**src/rtl/regfile_pkg.sv**
```systemverilog
// Shared constants for the register file, decode and writeback stages.
// Optional feature macro: REGFILE_WRITE_BYPASS_EN (same-cycle write-to-read forwarding).
package regfile_pkg;

    localparam int DEFAULT_WIDTH = 32;
    localparam int DEFAULT_DEPTH = 32;
    localparam int ZERO_REG      = 0;

    // Address width for a register file of the given depth (at least one bit).
    function automatic int addr_w(input int depth);
        return (depth > 1) ? $clog2(depth) : 1;
    endfunction

endpackage

```
**src/rtl/regfile_scoreboard.sv**
```systemverilog
// Busy scoreboard: one pending-writeback bit per register.
// An issue sets the bit, a write clears it, and an issue on the same edge wins.
// Entry 0 is never busy. Each read port sees the busy bit of its address.
module regfile_scoreboard
    import regfile_pkg::*;
#(
    parameter int  DEPTH    = DEFAULT_DEPTH,
    parameter int  NUM_READ = 2,
    localparam int AW       = addr_w(DEPTH)
) (
    input  logic                   clock,
    input  logic                   reset,
    input  logic                   set_en,
    input  logic [AW-1:0]          set_idx,
    input  logic                   clr_en,
    input  logic [AW-1:0]          clr_idx,
    input  logic [NUM_READ*AW-1:0] rd_idx,
    output logic [NUM_READ-1:0]    busy_rd
);

    logic [DEPTH-1:0] busy_r;
    logic [DEPTH-1:0] busy_nxt_s;

    // Next busy vector: set has priority over clear, entry 0 pinned to idle.
    always_comb begin
        busy_nxt_s = busy_r;
        for (int r = 0; r < DEPTH; r++) begin
            if (r == ZERO_REG) begin
                busy_nxt_s[r] = 1'b0;
            end else if (set_en && (set_idx == AW'(r))) begin
                busy_nxt_s[r] = 1'b1;
            end else if (clr_en && (clr_idx == AW'(r))) begin
                busy_nxt_s[r] = 1'b0;
            end else begin
                busy_nxt_s[r] = busy_r[r];
            end
        end
    end

    // Busy vector register with synchronous reset.
    always_ff @(posedge clock) begin
        if (reset) begin
            busy_r <= '0;
        end else begin
            busy_r <= busy_nxt_s;
        end
    end

    // Per-port busy lookup, combinational.
    for (genvar p = 0; p < NUM_READ; p++) begin : g_busy_rd
        assign busy_rd[p] = busy_r[rd_idx[p*AW +: AW]];
    end

endmodule

```
**src/rtl/regfile_param.sv**
```systemverilog
// Parametrised register file: DEPTH x WIDTH storage, NUM_READ combinational
// read ports, one write port, busy scoreboard and a debug tap on TAP_REG.
// Register 0 reads as zero and is never busy.
// Optional feature macro: REGFILE_WRITE_BYPASS_EN -- a read (or the tap) that
// matches the active write address returns the write data in the same cycle.
module regfile_param
    import regfile_pkg::*;
#(
    parameter int  WIDTH    = DEFAULT_WIDTH,
    parameter int  DEPTH    = DEFAULT_DEPTH,
    parameter int  NUM_READ = 2,
    parameter int  TAP_REG  = 1,
    localparam int AW       = addr_w(DEPTH)
) (
    input  logic                      clock,
    input  logic                      ctrl_reset,
    input  logic                      ctrl_writeEnable,
    input  logic [AW-1:0]             ctrl_writeReg,
    input  logic [WIDTH-1:0]          data_writeReg,
    input  logic [NUM_READ*AW-1:0]    ctrl_readReg,
    output logic [NUM_READ*WIDTH-1:0] data_readReg,
    input  logic                      ctrl_issue,
    input  logic [AW-1:0]             ctrl_issueReg,
    output logic [NUM_READ-1:0]       busy_read,
    output logic [WIDTH-1:0]          data_tap
);

    localparam logic [AW-1:0] ZERO_ADDR = AW'(ZERO_REG);
    localparam logic [AW-1:0] TAP_ADDR  = AW'(TAP_REG);

    logic [WIDTH-1:0]    regs_r [DEPTH];
    logic                wr_en_s;
    logic [NUM_READ-1:0] sb_busy_s;

    // Writes to register 0 are dropped here so it never holds data.
    assign wr_en_s = ctrl_writeEnable && (ctrl_writeReg != ZERO_ADDR);

    // Storage update: reset clears every entry, a qualified write commits one entry.
    always_ff @(posedge clock) begin
        if (ctrl_reset) begin
            for (int i = 0; i < DEPTH; i++) begin
                regs_r[i] <= '0;
            end
        end else if (wr_en_s) begin
            regs_r[ctrl_writeReg] <= data_writeReg;
        end
    end

    regfile_scoreboard #(
        .DEPTH    (DEPTH),
        .NUM_READ (NUM_READ)
    ) u_scoreboard (
        .clock   (clock),
        .reset   (ctrl_reset),
        .set_en  (ctrl_issue),
        .set_idx (ctrl_issueReg),
        .clr_en  (ctrl_writeEnable),
        .clr_idx (ctrl_writeReg),
        .rd_idx  (ctrl_readReg),
        .busy_rd (sb_busy_s)
    );

    // Read ports: independent combinational muxes, register 0 forced to zero.
    for (genvar p = 0; p < NUM_READ; p++) begin : g_read
        logic [AW-1:0]    addr_s;
        logic [WIDTH-1:0] stored_s;

        assign addr_s   = ctrl_readReg[p*AW +: AW];
        assign stored_s = (addr_s == ZERO_ADDR) ? '0 : regs_r[addr_s];

`ifdef REGFILE_WRITE_BYPASS_EN
        logic hit_s;

        // A matching write is already resolved, so only a same-cycle issue keeps it busy.
        assign hit_s                          = wr_en_s && (addr_s == ctrl_writeReg);
        assign data_readReg[p*WIDTH +: WIDTH] = hit_s ? data_writeReg : stored_s;
        assign busy_read[p]                   = hit_s ? (ctrl_issue && (ctrl_issueReg == addr_s))
                                                      : sb_busy_s[p];
`else
        assign data_readReg[p*WIDTH +: WIDTH] = stored_s;
        assign busy_read[p]                   = sb_busy_s[p];
`endif
    end

`ifdef REGFILE_WRITE_BYPASS_EN
    assign data_tap = (wr_en_s && (ctrl_writeReg == TAP_ADDR)) ? data_writeReg : regs_r[TAP_REG];
`else
    assign data_tap = regs_r[TAP_REG];
`endif

endmodule

```
**config.mk**
```make
export PLATFORM = sky130hd
export DESIGN_NAME = regfile_param
export DESIGN_NICKNAME = d
export VERILOG_FILES = /design/src/rtl/regfile_pkg.sv /design/src/rtl/regfile_scoreboard.sv /design/src/rtl/regfile_param.sv
export SDC_FILE = /design/constraint.sdc
export NUM_CORES = 2
export LEC_CHECK = 0
export CORE_MARGIN = 5
export CORE_UTILIZATION = 55
export CTS_CLUSTER_SIZE = 8
export DETAILED_ROUTE_END_ITERATION = 8
export PLACE_DENSITY_LB_ADDON = 0.12
export SLEW_MARGIN = 20
export SYNTH_ARGS = -nofsm -noshare
export SYNTH_HDL_FRONTEND = slang
export SYNTH_SLANG_ARGS = --single-unit
```
**constraint.sdc**
```tcl
create_clock -name clock -period 9.84 [get_ports clock]
set_clock_uncertainty 0.05 [all_clocks]
set_input_delay 2.46 -clock clock [delete_from_list [all_inputs] [get_ports clock]]
set_output_delay 2.46 -clock clock [all_outputs]
set_load 0.05 [all_outputs]
```
==> results.md <==
* Status: finished clean
* Clock root buffer: clkbuf_16
* Most frequent cells in the layout: edfxtp_1, and2_1, mux4_2
* Comb power frac at 13.2%
* Number of I/O port buffers at 153
* DR iter-0 viols at 5993
* GRT Total Usage at a little over a third
* Die Y at 329.3 um
* DR WL/cell at approximately 37 um
* Routed vias/inst at 7.150
* Pre-antenna DRT Iters at 7
* Max-slew headroom at about 16%
* Post-synth EDFFs at between 1000 and 1500
* # setup viols final at 0
* Yosys reg bits at between 1000 and 1500
* DIE WIDTH at ~330 um
* Ys async rst share at 0%
* First-pass GRT wire length at 280600 um
* Overflow left after global routing at 0
* Critical Path AT at between 6 and 7 ns
* Hold depth at 2
* Inserted Clock Buffers at 149
* Fin Setup TNS at 0 ns
* Lkg Pwr at roughly 0.022 uW
* Gate Count Post-Synth at 3874
* Worst path slowest cell: a211oi_1
* Sw Pwr at 2928 uW
* Peak VDD IR at between 100 and 150 uV
* Critical path capture point type: output pin
* Dominant synthesized flop cell: edfxtp_1
* Worst path max stage delay at between 0.9 and 1 ns
* Netlist cell types at 55
* Final nets at 3981
* Final Hold Viols at 0
* Largest net degree at the start of global routing at 100
* Vias at 37990
* Power Dens Cells at 182.0 nW/um^2
* Peak fanout along the critical path at 25
* CTS sink count at between 1000 and 1500
* Number of global-route vias before repair at slightly below 40000
* Non-Filler Instances at 5313
* Clock Power Share at between 40% and 50%
* Dpl cells at 5142
* Area grow syn2layout at 12.24%
* Post-synthesis cell area at about 56000 sq um
* Setup CP Type: primary input to output pin
* Starting density of the core at between 50% and 60%
* Post-CTS Setup Repair Bufs at 0
* Placer Congestion at 0.9108
* Row Count at 117
* Initial antenna violation count at 13
* Commonest non-fill, non-tap cell in the layout: edfxtp_1
* Post-detail-place hpwl at 116400 um
* WHS at between 0.4 and 0.5 ns
* CP Cell Sequence: clkdlybuf4s50_1, or3b_2, buf_4, o221ai_1, a211oi_1, nor3_1, clkdlybuf4s50_1
* DRC viols at 0
* Max frequency at 0.1104 GHz
* HP Class: flop to flop
* Final period utilization at 92.02%
* Slew @ Worst Pin at 1.256 ns
* Register area share after synthesis at 55.94%
* P_int at 8526 uW
* CP dominant cell by count: clkdlybuf4s50_1
* Tmin final at 9.055 ns
* RSZ-0062 raised after global routing: false
* TritonCTS clock tree: done
* Post-CTS sizing at 0
* Top Ports at 154
* Worst Reg2Reg Path Length in Cells at 3
* Clock Path Buffers at 3
* Share of cells above drive strength 1 at 20.82%
* Clock transition at path regs at ~0.05 ns
* FF-to-FF setup slack at 8.99 ns
* Worst Path Buf+Inv at 3
* Worst-Skew Late Latency at roughly 0.75 ns
* Post-Route WL at 198900 um
* Core region area at roughly 100000 sq um
* Worst Path Required at 7.33 ns
* Ys Warns at 0
* Syn avg cell area at approximately 14 sq um
* Slew Limit Fails at 0
* Switching part of the total at 25.56%
* Proportion of power drawn by flip-flops and latches at 46.5%
* Worst reg2reg endpoint: u_scoreboard.busy_r[24]
* CTS Hold Bufs at 0
* Post-DRT Antenna Nets at 0
* H-tree depth at 4
* Die Area at about 110000 sq um
* CP startpoint kind: primary input
* Max_cap viols at 0
* Crit-path leading delay family: buffers and inverters
* Hold Path Sink: u_scoreboard.busy_r[19]
* Min-delay src: u_scoreboard.busy_r[19]
* Worst r2r src: u_scoreboard.busy_r[24]
-- through the flow --
step	worst slack [ns]	power, uW	area (sq um)	utilization (%)
after floorplan	2.541	6296	56200	-
after global placement	0.9367	6863	58980	58.06
after detailed placement	0.8339	6897	58990	58.06
after CTS	0.8662	11450	62960	61.97
after global routing	0.9263	11720	62930	61.94
final	0.7852	11450	62940	61.95
-- worst min-delay path: stages (launching register included) --
cell	delay, ns
dfxtp_1	0.31
inv_1	0.05
o21ai_0	0.07
-- cell families after synthesis --
logic type	after synthesis	share of synthesized area [%]
and+or+nand+nor	1195	12.88
DFF	1055	55.94
muxes	693	20.96
buffers and inverters	436	3.570
other	1	0.006687
AOI/OAI and AO/OA	494	6.646
-- power groups by stage --
stage	Sequential [uW]	Combinational [uW]	Clock (uW)
finish	5330	1510	4610
floorplan	5370	929	0
detailed placement	5400	1490	0
global placement	5380	1480	0
global route	5340	1550	4820
CTS	5320	1500	4630
-- how the worst max path moves through the flow --
stage / startpoint / to / cells after the start
after global placement: ctrl_readReg[8] / data_readReg[52] / 7
after detailed placement: ctrl_readReg[8] / data_readReg[52] / 7
after global routing: ctrl_readReg[8] / data_readReg[52] / 7
after floorplan: ctrl_readReg[0] / data_readReg[30] / 7
after CTS: ctrl_readReg[8] / data_readReg[52] / 7
final: ctrl_readReg[8] / data_readReg[52] / 7
-- state kept, by name, indices dropped and copies added (netlist names) --
name / cells
regs_r: 1024
u_scoreboard.busy_r: 31
-- cells in the mapped netlist (17+ instances only) --
library cell  instances  area [sq um]
and2_1              997          6237
a2bb2oi_1            26         227.7
a211oi_1             32         240.2
mux4_2              381          8581
edfxtp_1           1024         30750
inv_1                20         75.07
o22ai_1             111         694.4
a22o_1               64         560.5
o221ai_1             32         280.3
mux2i_1             272          2723
a22oi_1              24         180.2
nor2_1               30         112.6
buf_4                40         300.3
buf_6                22         247.7
dfxtp_1              31         620.6
buf_2                40         200.2
mux2_2               40         450.4
nand2_1              61         229.0
clkbuf_1            304          1141
a2111oi_2            17         255.2
o21ai_0              39         195.2
o31ai_1              24         180.2
nor3_1               45         225.2
o2bb2ai_1            24         210.2
a21oi_1              39         195.2
-- final cells by class --
class,instances,area (sq um)
Antenna cell,6,15.01
Clock buffer,163,3951
Clock inverter,2,17.52
Fill cell,7534,38650
Inverter,22,83.83
Multi-Input combinational cell,2414,23150
Sequential cell,1055,31370
Tap cell,1368,1712
Timing Repair Buffer,283,2648
-- layer usage --
metal	up-vias	wire length [um]	track usage (%)
met4	2	15180	23.18
met3	719	23630	7.571
met2	3108	91080	56.50
li1	14940	-	-
met5	-	13	0
met1	19220	68970	47.85
(Power assumes the default switching activity.)
